File: src/rtl/regfile_wb_ctrl_pkg.sv
// Shared types and constants for the register-file writeback controller.
package regfile_ctrl_pkg;

  localparam int REG_W  = 5;
  localparam int DATA_W = 64;
  localparam int NREG   = 32;
  localparam logic [REG_W-1:0] ZERO_REG = 5'd31;

  // One writeback request as presented by a requester.
  typedef struct packed {
    logic              valid;
    logic [REG_W-1:0]  rd;
    logic [DATA_W-1:0] data;
  } wb_req_t;

  // Which requester won the most recent grant.
  typedef enum logic {GNT_ALU = 1'b0, GNT_LD = 1'b1} gnt_t;

  // True when the registered write command targets register idx this cycle.
  function automatic logic wb_hits(input logic we, input logic [REG_W-1:0] wr,
                                   input logic [REG_W-1:0] idx);
    return we && (wr == idx);
  endfunction

endpackage

File: src/rtl/regfile_wb_ctrl_if.sv
// Bus bundle between decode/execute/load units and the writeback controller.
// Handshake: a writeback request transfers in the cycle where valid && ready
// are both high; while valid && !ready the requester holds rd and data stable.
// ready is a pure function of this cycle's valids and the arbiter state.
interface regfile_wb_ctrl_if;
  import regfile_ctrl_pkg::*;

  logic              issue_valid;
  logic [REG_W-1:0]  issue_rd;
  logic              issue_ready;
  logic [REG_W-1:0]  rs1;
  logic [REG_W-1:0]  rs2;
  logic              rs1_busy;
  logic              rs2_busy;
  logic              alu_valid;
  logic [REG_W-1:0]  alu_rd;
  logic [DATA_W-1:0] alu_data;
  logic              alu_ready;
  logic              ld_valid;
  logic [REG_W-1:0]  ld_rd;
  logic [DATA_W-1:0] ld_data;
  logic              ld_ready;
  logic              RegWrite;
  logic [REG_W-1:0]  WriteRegister;
  logic [DATA_W-1:0] WriteData;
  logic [NREG-1:0]   pending;
  logic              wb_err;
  gnt_t              last_grant;

  modport master (
    output issue_valid, issue_rd, rs1, rs2,
    output alu_valid, alu_rd, alu_data, ld_valid, ld_rd, ld_data,
    input  issue_ready, rs1_busy, rs2_busy, alu_ready, ld_ready,
    input  RegWrite, WriteRegister, WriteData, pending, wb_err, last_grant
  );

  modport slave (
    input  issue_valid, issue_rd, rs1, rs2,
    input  alu_valid, alu_rd, alu_data, ld_valid, ld_rd, ld_data,
    output issue_ready, rs1_busy, rs2_busy, alu_ready, ld_ready,
    output RegWrite, WriteRegister, WriteData, pending, wb_err, last_grant
  );

endinterface

File: src/rtl/regfile_wb_ctrl_rr_arb2.sv
// Two-way round-robin arbiter between ALU and load writeback requests.
module rr_arb2
  import regfile_ctrl_pkg::*;
(
  input  logic clk,
  input  logic rst_n,
  input  logic req_alu,
  input  logic req_ld,
  output logic gnt_alu,
  output logic gnt_ld,
  output gnt_t last_grant
);

  gnt_t last_q, last_d;

  // Grant the lone requester, or on contention the one that did not win last.
  always_comb begin
    gnt_alu = 1'b0;
    gnt_ld  = 1'b0;
    last_d  = last_q;
    if (req_alu && (!req_ld || last_q == GNT_LD)) begin
      gnt_alu = 1'b1;
      last_d  = GNT_ALU;
    end else if (req_ld) begin
      gnt_ld = 1'b1;
      last_d = GNT_LD;
    end
  end

  // Remember the last winner; after reset the ALU has priority.
  always_ff @(posedge clk or negedge rst_n) begin
    if (!rst_n) last_q <= GNT_LD;
    else        last_q <= last_d;
  end

  assign last_grant = last_q;

endmodule

File: src/rtl/regfile_wb_ctrl.sv
// Write-port controller and pending-write scoreboard for the register file.
module regfile_wb_ctrl
  import regfile_ctrl_pkg::*;
(
  input  logic clk,
  input  logic rst_n,
  regfile_wb_ctrl_if.slave bus
);

  logic              gnt_alu, gnt_ld, issue_fire;
  wb_req_t           alu_req, ld_req, sel_req;
  logic              reg_write_q, reg_write_d;
  logic [REG_W-1:0]  write_reg_q, write_reg_d;
  logic [DATA_W-1:0] write_data_q, write_data_d;
  logic [NREG-1:0]   pending_q, pending_d;
  logic              wb_err_q, wb_err_d;

  rr_arb2 u_arb (
    .clk        (clk),
    .rst_n      (rst_n),
    .req_alu    (bus.alu_valid),
    .req_ld     (bus.ld_valid),
    .gnt_alu    (gnt_alu),
    .gnt_ld     (gnt_ld),
    .last_grant (bus.last_grant)
  );

  // Select the granted request; a grant to the zero register writes nothing.
  always_comb begin
    alu_req      = {bus.alu_valid, bus.alu_rd, bus.alu_data};
    ld_req       = {bus.ld_valid, bus.ld_rd, bus.ld_data};
    sel_req      = gnt_alu ? alu_req : ld_req;
    reg_write_d  = (gnt_alu || gnt_ld) && sel_req.valid && (sel_req.rd != ZERO_REG);
    write_reg_d  = write_reg_q;
    write_data_d = write_data_q;
    if (reg_write_d) begin
      write_reg_d  = sel_req.rd;
      write_data_d = sel_req.data;
    end
  end

  // Scoreboard update: retire the driven write first so a same-cycle issue wins.
  always_comb begin
    issue_fire = bus.issue_valid && bus.issue_ready && (bus.issue_rd != ZERO_REG);
    pending_d  = pending_q;
    if (reg_write_q) pending_d[write_reg_q] = 1'b0;
    if (issue_fire)  pending_d[bus.issue_rd] = 1'b1;
    wb_err_d = wb_err_q || (reg_write_q && !pending_q[write_reg_q]);
  end

  // Registered write command and scoreboard state.
  always_ff @(posedge clk or negedge rst_n) begin
    if (!rst_n) begin
      reg_write_q  <= 1'b0;
      write_reg_q  <= '0;
      write_data_q <= '0;
      pending_q    <= '0;
      wb_err_q     <= 1'b0;
    end else begin
      reg_write_q  <= reg_write_d;
      write_reg_q  <= write_reg_d;
      write_data_q <= write_data_d;
      pending_q    <= pending_d;
      wb_err_q     <= wb_err_d;
    end
  end

  // The regfile writes on the falling edge, so the write being driven now
  // already satisfies readers and a WAW issue to the same register.
  assign bus.rs1_busy    = (bus.rs1 != ZERO_REG) && pending_q[bus.rs1] &&
                           !wb_hits(reg_write_q, write_reg_q, bus.rs1);
  assign bus.rs2_busy    = (bus.rs2 != ZERO_REG) && pending_q[bus.rs2] &&
                           !wb_hits(reg_write_q, write_reg_q, bus.rs2);
  assign bus.issue_ready = (bus.issue_rd == ZERO_REG) || !pending_q[bus.issue_rd] ||
                           wb_hits(reg_write_q, write_reg_q, bus.issue_rd);

  assign bus.alu_ready     = gnt_alu;
  assign bus.ld_ready      = gnt_ld;
  assign bus.RegWrite      = reg_write_q;
  assign bus.WriteRegister = write_reg_q;
  assign bus.WriteData     = write_data_q;
  assign bus.pending       = pending_q;
  assign bus.wb_err        = wb_err_q;

endmodule

File: src/flat_wrapper.sv
// flat-port wrapper written by rule: the top's interface ports become plain ports
module regfile_wb_ctrl_flat import regfile_ctrl_pkg::*;
  (clk, rst_n, bus_issue_valid, bus_issue_rd, bus_rs1, bus_rs2, bus_alu_valid, bus_alu_rd, bus_alu_data, bus_ld_valid, bus_ld_rd, bus_ld_data, bus_issue_ready, bus_rs1_busy, bus_rs2_busy, bus_alu_ready, bus_ld_ready, bus_RegWrite, bus_WriteRegister, bus_WriteData, bus_pending, bus_wb_err, bus_last_grant);
  regfile_wb_ctrl_if bus_i ();
  input  logic clk;
  input  logic rst_n;
  input wire logic [$bits(bus_i.issue_valid)-1:0] bus_issue_valid;
  input wire logic [$bits(bus_i.issue_rd)-1:0] bus_issue_rd;
  input wire logic [$bits(bus_i.rs1)-1:0] bus_rs1;
  input wire logic [$bits(bus_i.rs2)-1:0] bus_rs2;
  input wire logic [$bits(bus_i.alu_valid)-1:0] bus_alu_valid;
  input wire logic [$bits(bus_i.alu_rd)-1:0] bus_alu_rd;
  input wire logic [$bits(bus_i.alu_data)-1:0] bus_alu_data;
  input wire logic [$bits(bus_i.ld_valid)-1:0] bus_ld_valid;
  input wire logic [$bits(bus_i.ld_rd)-1:0] bus_ld_rd;
  input wire logic [$bits(bus_i.ld_data)-1:0] bus_ld_data;
  output wire logic [$bits(bus_i.issue_ready)-1:0] bus_issue_ready;
  output wire logic [$bits(bus_i.rs1_busy)-1:0] bus_rs1_busy;
  output wire logic [$bits(bus_i.rs2_busy)-1:0] bus_rs2_busy;
  output wire logic [$bits(bus_i.alu_ready)-1:0] bus_alu_ready;
  output wire logic [$bits(bus_i.ld_ready)-1:0] bus_ld_ready;
  output wire logic [$bits(bus_i.RegWrite)-1:0] bus_RegWrite;
  output wire logic [$bits(bus_i.WriteRegister)-1:0] bus_WriteRegister;
  output wire logic [$bits(bus_i.WriteData)-1:0] bus_WriteData;
  output wire logic [$bits(bus_i.pending)-1:0] bus_pending;
  output wire logic [$bits(bus_i.wb_err)-1:0] bus_wb_err;
  output wire logic [$bits(bus_i.last_grant)-1:0] bus_last_grant;
  assign bus_i.issue_valid = bus_issue_valid;
  assign bus_i.issue_rd = bus_issue_rd;
  assign bus_i.rs1 = bus_rs1;
  assign bus_i.rs2 = bus_rs2;
  assign bus_i.alu_valid = bus_alu_valid;
  assign bus_i.alu_rd = bus_alu_rd;
  assign bus_i.alu_data = bus_alu_data;
  assign bus_i.ld_valid = bus_ld_valid;
  assign bus_i.ld_rd = bus_ld_rd;
  assign bus_i.ld_data = bus_ld_data;
  assign bus_issue_ready = bus_i.issue_ready;
  assign bus_rs1_busy = bus_i.rs1_busy;
  assign bus_rs2_busy = bus_i.rs2_busy;
  assign bus_alu_ready = bus_i.alu_ready;
  assign bus_ld_ready = bus_i.ld_ready;
  assign bus_RegWrite = bus_i.RegWrite;
  assign bus_WriteRegister = bus_i.WriteRegister;
  assign bus_WriteData = bus_i.WriteData;
  assign bus_pending = bus_i.pending;
  assign bus_wb_err = bus_i.wb_err;
  assign bus_last_grant = bus_i.last_grant;
  regfile_wb_ctrl u_core (.clk(clk), .rst_n(rst_n), .bus(bus_i));
endmodule
File: config.mk
export PLATFORM = sky130hd
export DESIGN_NAME = regfile_wb_ctrl_flat
export DESIGN_NICKNAME = d
export VERILOG_FILES = /design/src/rtl/regfile_wb_ctrl_pkg.sv /design/src/rtl/regfile_wb_ctrl_if.sv /design/src/rtl/regfile_wb_ctrl_rr_arb2.sv /design/src/rtl/regfile_wb_ctrl.sv /design/src/flat_wrapper.sv
export SDC_FILE = /design/constraint.sdc
export NUM_CORES = 1
export LEC_CHECK = 0
export CORE_MARGIN = 3
export CORE_UTILIZATION = 43
export CTS_BUF_LIST = sky130_fd_sc_hd__clkbuf_8
export CTS_CLUSTER_SIZE = 14
export DETAILED_ROUTE_END_ITERATION = 16
export GPL_ROUTABILITY_DRIVEN = 0
export GPL_TIMING_DRIVEN = 0
export HOLD_SLACK_MARGIN = 0.05
export PLACE_DENSITY = 0.92
export REMOVE_ABC_BUFFERS = 1
export SLEW_MARGIN = 20
export SYNTH_ARGS = -nofsm -noshare
export SYNTH_HDL_FRONTEND = slang
export SYNTH_HIERARCHICAL = 1
export SYNTH_SLANG_ARGS = --single-unit
File: constraint.sdc
create_clock -name clk -period 3.3 [get_ports clk]
set_clock_uncertainty 0.2 [all_clocks]
set_input_delay 0.495 -clock clk [delete_from_list [all_inputs] [get_ports clk]]
set_output_delay 0.495 -clock clk [all_outputs]
set_load 0.01 [all_outputs]
==> results of run 1 <==
==> cells in the final DEF (no fill, tap or decap), types with 5 or more instances in the layout <==
| master | instances |
|---|---|
| buf_16 | 5 |
| buf_4 | 8 |
| clkbuf_8 | 11 |
| clkdlybuf4s50_1 | 254 |
| dfrtp_1 | 100 |
| inv_1 | 5 |
| mux2i_1 | 87 |
| mux4_2 | 28 |
| nand2_1 | 74 |
| nand3_1 | 9 |
| nand3b_1 | 9 |
| o21ai_0 | 129 |
| o22ai_1 | 5 |
| or3b_2 | 6 |
| xnor2_1 | 7 |
| xor2_1 | 8 |
==> synthesized netlist by cell type, types with 4 or more instances <==
| cell type | n | area, um^2 |
|---|---|---|
| o21ai_0 | 131 | 656 |
| dfrtp_1 | 103 | 2580 |
| mux2i_1 | 87 | 871 |
| nand2_1 | 74 | 278 |
| clkbuf_1 | 31 | 116 |
| mux4_2 | 28 | 631 |
| nand3_1 | 10 | 50.1 |
| buf_1 | 9 | 33.8 |
| nand3b_1 | 9 | 67.6 |
| xor2_1 | 8 | 70.1 |
| xnor2_1 | 7 | 61.3 |
| or3b_2 | 6 | 52.6 |
| o22ai_1 | 5 | 31.3 |
| a31oi_1 | 4 | 25.0 |
| inv_1 | 4 | 15.0 |
| nor2_1 | 4 | 15.0 |
| nor2b_1 | 4 | 25.0 |
==> per-layer routing <==
metal / share of wire, % / track usage [%] / vias to the layer above / wire length [um]
met3: 14 / 14.6 / 62 / 2910
met4: 2.9 / 9.45 / 0 / 625
li1: - / - / 2550 / -
met1: 33 / 30.2 / 2807 / 7050
met5: 0 / 0 / - / 0
met2: 50 / 47.2 / 405 / 10700
==> metrics by stage <==
step	cell area [um^2]	util, %
3_5_place_dp	8750	67.4
6_report	8990	69.2
3_3_place_gp	8560	66.0
2_1_floorplan	5690	-
4_1_cts	8930	68.8
5_1_grt	8990	69.2
==> worst reg2reg max path, delay by kind of cell, from the launching register on <==
kind / cells / cell delay (ns)
and+or+nand+nor: 3 / 0.93
buffers and inverters: 2 / 0.28
AOI/OAI and AO/OA: 3 / 0.78
DFF: 1 / 0.58
==> state kept, by name, summed over array words and instances (netlist names) <==
register                  count
u_core/bus.RegWrite           1
u_core/bus.WriteData         64
u_core/bus.WriteRegister      5
u_core/bus.pending           32
u_core/bus.wb_err             1
u_core/u_arb/last_grant       1
==> where the power goes <==
part / total, W / internal, W / switching [W]
sequential: 0.00217 / 0.00164 / 0.000530
clock: 0.000732 / 0.000307 / 0.000426
combinational: 0.00241 / 0.00142 / 0.000991
==> worst min path at each step <==
stage	endpoint	slack (ns)
2_1_floorplan	u_core/bus.RegWrite$_DFF_PN0_	-0.0006
3_3_place_gp	u_core/bus.wb_err$_DFF_PN0_	0.25
3_5_place_dp	u_core/bus.pending[6]$_DFF_PN0_	0.27
4_1_cts	u_core/bus.WriteData[47]$_DFFE_PN0P_	0.29
5_1_grt	u_core/bus.WriteData[50]$_DFFE_PN0P_	0.31
6_report	u_core/bus.WriteData[10]$_DFFE_PN0P_	0.28
==> layout make-up <==
type	instances	area (um^2)
fill	932	3990
tap	172	215
multi-input combinational	411	3110
sequential	104	2610
timing repair buffer	280	2860
clock buffer	11	151
inverter	4	15.0
clock inverter	4	21.3
==> timing repair <==
action	in CTS	in global routing
endpoints found under the hold margin	51	0
resized for setup	25	14
setup endpoints to repair	67	57
gates cloned	1	1
hold buffers	1	0
pin swaps	2	3
setup buffers	1	6
==> cells by family (layout without fill, tap and decap cells) <==
| kind of cell | count (synthesis) | after routing | share of synthesized area, % |
|---|---|---|---|
| flops | 104 | 104 | 44.5 |
| mux | 115 | 115 | 25.7 |
| xor+xnor | 15 | 15 | 2.25 |
| simple gates | 123 | 125 | 10.1 |
| compound gates | 156 | 156 | 14.5 |
| buf+inv | 46 | 299 | 3.04 |
==> impl_metrics.tcl, run 1 <==
set metrics [dict create \
    drtAntennaViolNets 0 \
    clock_insertion_delay_worst_skew_ns 0.38 \
    holdWs_ns 0.285 \
    regToRegEndpoint "u_core/bus.WriteData[6]$_DFFE_PN0P_" \
    rr_worst_depth 8 \
    critPathTopFamily "multiplexers" \
    clock_tree_from_tritoncts "built" \
    post-place-cells 961 \
    clockRootBuffer "clkbuf_8" \
    crit_arrival_ns 2.54 \
    finalCriticalPeriod_ns 3.23 \
    grt_first_pass_wirelength_um 31900 \
    clock-sinks 104 \
    finalSetupViolCount 0 \
    timing.critical_path.cells "mux4_2 > mux4_2 > mux2i_1 > a31oi_1 > clkdlybuf4s50_1" \
    endpoint_of_the_worst_setup_timing_path "bus_rs1_busy" \
    drive_gt1_share_pct 9.46 \
    total_leakage_power_nw 3.66 \
    setup_total_negative_slack_ns 0 \
    post_synth_num_cell_types 37 \
    via_count 5824 \
    drt_pass1_iterations 6 \
    timing.critical_path.to_type "primary output" \
    grt-ovfl-total 0 \
    clk_transition_reported_paths_ns 0.09 \
    critical_path.most_common_cell "mux4_2" \
    pre_cts_ws_ns -1.12 \
    async_flop_share_pct 100 \
    grt_antenna_before_repair 0 \
    timing.final.hold_violations 0 \
    tightest_slew_margin_relative_to_the_limit_pct 29.7 \
    synth_enable_flop_cells 0 \
    finalNetCount 968 \
    powerDensity_nw_per_um2 592 \
    grtUsageTotal_pct 27.9 \
    crit_path_start "u_core/bus.pending[23]$_DFF_PN0_" \
    synthToLayoutAreaGrowth_pct 53.6 \
    path_depth 5 \
    synth_sequential_area_ratio_pct 44.5 \
    dieWidth_um 123 \
    grt_max_degree 66 \
    timing.critical_path.required_ns 2.60 \
    number_of_global_route_vias_before_repair 5885 \
    worst_ir_drop_vdd_mv 0.523 \
    max_cap_viol_count 0 \
    syn-cell-area_um2 5850 \
    ys_seq_elements 104 \
    remaining_drc_errors 0 \
    grt_setup_unrepaired "false" \
    critPathMaxStageDelay_ns 0.53 \
    synth.avg_cell_area_um2 10.5 \
    path_type_of_the_worst_min_delay_path "flop to flop" \
    fp.coreArea_um2 13000 \
    ioPinCount 267 \
    cp_num_buf_inv 1 \
    critPathLaunchType "flop" \
    timing.hold.worst.start "u_core/bus.WriteData[10]$_DFFE_PN0P_" \
    wl_per_cell_um 21.6 \
    via_per_inst 5.91 \
    max_freq_mhz 309 \
    worstHoldPathCells 2 \
    worst_reg2reg_setup_slack_ns 0.40 \
    final_cells 986 \
    run_status "completed" \
    timing_worst_setup_path_type "flop to primary output" \
    finalWirelength_um 21300 \
    max_slew.worst_pin.slew_ns 1.04 \
    critical-path-slowest-cell "mux4_2" \
    htree_levels 3 \
    die_h_um 123 \
    numPortBuffers 266 \
    p_total_w 0.00532 \
    tritoncts_buffer_count 9 \
    cts_buffer_depth 2 \
    yosys_most_used_dff "dfrtp_1" \
    final.setup.worst_slack_ns 0.0679 \
    worst_r2r_startpoint "u_core/u_arb/last_grant$_DFFE_PN1P_" \
    postSynthCellCount 559 \
    dr.first_iter.drc_count 642 \
    n_antenna_cell 0 \
    cp_max_fo 6 \
    final.period_utilization_pct 97.9 \
    start_util_pct 45.1 \
    detailedPlacementHpwl_um 15400 \
    finalMaxSlewViolations 0 \
    placement_rows 41 \
    die_outline_area_um2 15000 \
    count_of_synthesis_stage_warnings_from_yosys 6 \
]
Power figures use the tool's default switching activity.
==> inputs of run 2 (changes only) <==
--- a/config.mk
+++ b/config.mk
@@ -13,10 +13,9 @@
 export GPL_ROUTABILITY_DRIVEN = 0
 export GPL_TIMING_DRIVEN = 0
 export HOLD_SLACK_MARGIN = 0.05
-export PLACE_DENSITY = 0.92
+export PLACE_DENSITY = 0.91
 export REMOVE_ABC_BUFFERS = 1
 export SLEW_MARGIN = 20
 export SYNTH_ARGS = -nofsm -noshare
 export SYNTH_HDL_FRONTEND = slang
-export SYNTH_HIERARCHICAL = 1
 export SYNTH_SLANG_ARGS = --single-unit
==> impl_metrics.tcl, run 2 <==
set metrics [dict create \
    dieWidth_um 123 \
    holdWs_ns 0.280 \
    numPortBuffers 266 \
    grt_setup_unrepaired "true" \
    cp_max_fo 18 \
    synth_largest_area_cell "dfrtp_1" \
    layout.cells.most_common "clkdlybuf4s50_1" \
    finalNetCount 1045 \
    syn-cell-area_um2 5920 \
    timing.final.hold_violations 0 \
    final.period_utilization_pct 102 \
    violations "negative setup slack" \
    grt_max_degree 86 \
    worst_ir_drop_vdd_mv 0.263 \
    async_flop_share_pct 100 \
    timing.critical_path.to_type "primary output" \
    fill_cells 1021 \
    wl_per_cell_um 20.1 \
    clockRootBuffer "clkbuf_8" \
    clock_tree_from_tritoncts "built" \
    final.setup.worst_slack_ns -0.0543 \
    htree_levels 3 \
    grtUsageTotal_pct 27.3 \
    total_leakage_power_nw 3.57 \
    drive_gt1_share_pct 10.1 \
    ioPinCount 267 \
    grt-ovfl-total 0 \
    grt_antenna_before_repair 2 \
    start_util_pct 44.4 \
    post_dp_cell_area_um2 8680 \
    finalMaxSlewViolations 0 \
    synth_enable_flop_cells 0 \
    max_cap_viol_count 0 \
    most_numerous_cell_in_the_yosys_netlist "nand2_1" \
    via_count 6254 \
    number_of_global_route_vias_before_repair 6034 \
    final_cells 1071 \
    drt_pass1_iterations 5 \
    remaining_drc_errors 0 \
    synth.area.top_cells "dfrtp_1, nand2_1, mux4_2" \
    post-place-cells 1048 \
    register_cell_area_after_layout_um2 2620 \
    final_cell_area_um2 8920 \
    via_per_inst 5.84 \
    die_outline_area_um2 15200 \
    placement_rows 42 \
    drtAntennaViolNets 0 \
    clk_transition_reported_paths_ns 0.10 \
    clock_insertion_delay_worst_skew_ns 0.39 \
    synthToLayoutAreaGrowth_pct 50.6 \
    finalCriticalPeriod_ns 3.35 \
    critPathLaunchType "input pin" \
    finalSetupViolCount 1 \
    grt_first_pass_wirelength_um 31600 \
    postSynthCellCount 653 \
    max_freq_mhz 298 \
    powerDensity_nw_per_um2 568 \
    detailedPlacementHpwl_um 15400 \
    tightest_slew_margin_relative_to_the_limit_pct 61.7 \
    timing.critical_path.required_ns 2.60 \
    ys_seq_elements 104 \
    post_synth_num_cell_types 51 \
    synth_sequential_area_ratio_pct 44.0 \
    max_slew.worst_pin.slew_ns 0.574 \
    yosys_most_used_dff "dfrtp_1" \
    tritoncts_buffer_count 9 \
    finalWirelength_um 21500 \
    synth.avg_cell_area_um2 9.07 \
    multi_input_combinational_cell_area_um2 3120 \
    dr.first_iter.drc_count 689 \
    setup_total_negative_slack_ns -0.0543 \
    count_of_synthesis_stage_warnings_from_yosys 0 \
    die_h_um 123 \
    synth_top_area_share_pct 43.5 \
    path_type_of_the_worst_min_delay_path "flop to flop" \
    largest_register_ffs 64 \
    synthTopCellsByCount "nand2_1, dfrtp_1, nor2_1, a31oi_1" \
    fp.coreArea_um2 13300 \
    cts_buffer_depth 2 \
    crit_arrival_ns 2.66 \
    timing_worst_setup_path_type "input pin to primary output" \
    clock-sinks 104 \
    run_status "finished, violations left" \
    mostFrequentLayoutCells "clkdlybuf4s50_1, nand2_1, dfrtp_1, nor2_1, a31oi_1" \
]
run 2: area by class of cell:
type / count / share of cell area, %
diodes: 3 / 0.0842
inverters: 4 / 0.309
flip-flops and latches: 104 / 29.4
repair buffers: 271 / 30.5
multi-input cells: 497 / 35.0
well taps: 176 / 2.47
clock inverters: 6 / 0.673
clock buffers: 10 / 1.54
run 2: layer usage:
layer	global-route usage [%]	wire length, um	up-vias
li1	-	-	2817
met1	30.2	7350	2974
met2	44.6	10600	396
met3	11.3	2720	67
met4	14.6	869	0
met5	0	0	-
run 2: where the power goes:
| part | total (W) | internal (W) | switching, W |
|---|---|---|---|
| Combinational | 0.00216 | 0.00128 | 0.000872 |
| Sequential | 0.00209 | 0.00159 | 0.000498 |
| Clock | 0.000823 | 0.000368 | 0.000455 |
| Total | 0.00507 | 0.00324 | 0.00183 |
run 2: metrics by stage:
stage	util, %	power [W]	setup slack [ns]
finish	66.8	0.00507	-0.0543
global route	66.8	0.00534	-0.0969
CTS	66.5	0.00503	-0.130
detailed placement	65.0	0.00421	-0.820
global placement	64.3	0.00413	-5.29
floorplan	-	0.00294	-2.41
run 2: cell families after synthesis:
| logic type | share of synthesized area [%] |
|---|---|
| AND/OR/NAND/NOR | 19.3 |
| AO/OA/AOI/OAI | 16.8 |
| flip-flops | 44.0 |
| buffers and inverters | 3.99 |
| multiplexers | 13.7 |
| XOR/XNOR | 2.22 |
run 2: what timing repair did:
| action | in CTS | in global routing |
|---|---|---|
| hold buffers | 1 | 0 |
| gates resized for setup | 23 | 29 |
| hold endpoints to repair | 54 | 0 |
| pin swaps | 0 | 2 |
| endpoints found under the setup margin | 46 | 46 |
| setup buffers | 0 | 1 |
| gates cloned | 0 | 2 |
run 2: critical path, cell delays in order:
cell,delay (ns)
clkdlybuf4s15_2,0.44
or3b_1,0.41
o32ai_1,0.15
nor2_1,0.10
a21oi_2,0.26
nor2_1,0.08
a31o_1,0.23
clkdlybuf4s50_1,0.49
run 2: worst paths after layout:
kind | from | end | slack (ns) | depth (start not counted)
worst max-delay path | bus_issue_rd[2] | bus_issue_ready | -0.05 | 8
worst min-delay path | u_core.bus.wb_err$_DFF_PN0_ | u_core.bus.wb_err$_DFF_PN0_ | 0.28 | 1
worst max register to register | u_core.u_arb.last_grant$_DFFE_PN1P_ | u_core.bus.WriteData[17]$_DFFE_PN0P_ | 0.35 | 9
min in group asynchronous | rst_n | u_core.bus.pending[22]$_DFF_PN0_ | 0.43 | 2
max in group asynchronous | rst_n | u_core.bus.pending[14]$_DFF_PN0_ | 1.80 | 3
worst min register to register | u_core.bus.wb_err$_DFF_PN0_ | u_core.bus.wb_err$_DFF_PN0_ | 0.28 | 1
==> inputs of run 3 (changes only) <==
--- a/config.mk
+++ b/config.mk
@@ -13,9 +13,10 @@
 export GPL_ROUTABILITY_DRIVEN = 0
 export GPL_TIMING_DRIVEN = 0
 export HOLD_SLACK_MARGIN = 0.05
-export PLACE_DENSITY = 0.91
+export PLACE_DENSITY = 0.92
 export REMOVE_ABC_BUFFERS = 1
 export SLEW_MARGIN = 20
 export SYNTH_ARGS = -nofsm -noshare
 export SYNTH_HDL_FRONTEND = slang
+export SYNTH_HIERARCHICAL = 1
 export SYNTH_SLANG_ARGS = --single-unit
==> results of run 3 <==
Final layout, timing and power as in run 1 (identical DEF).
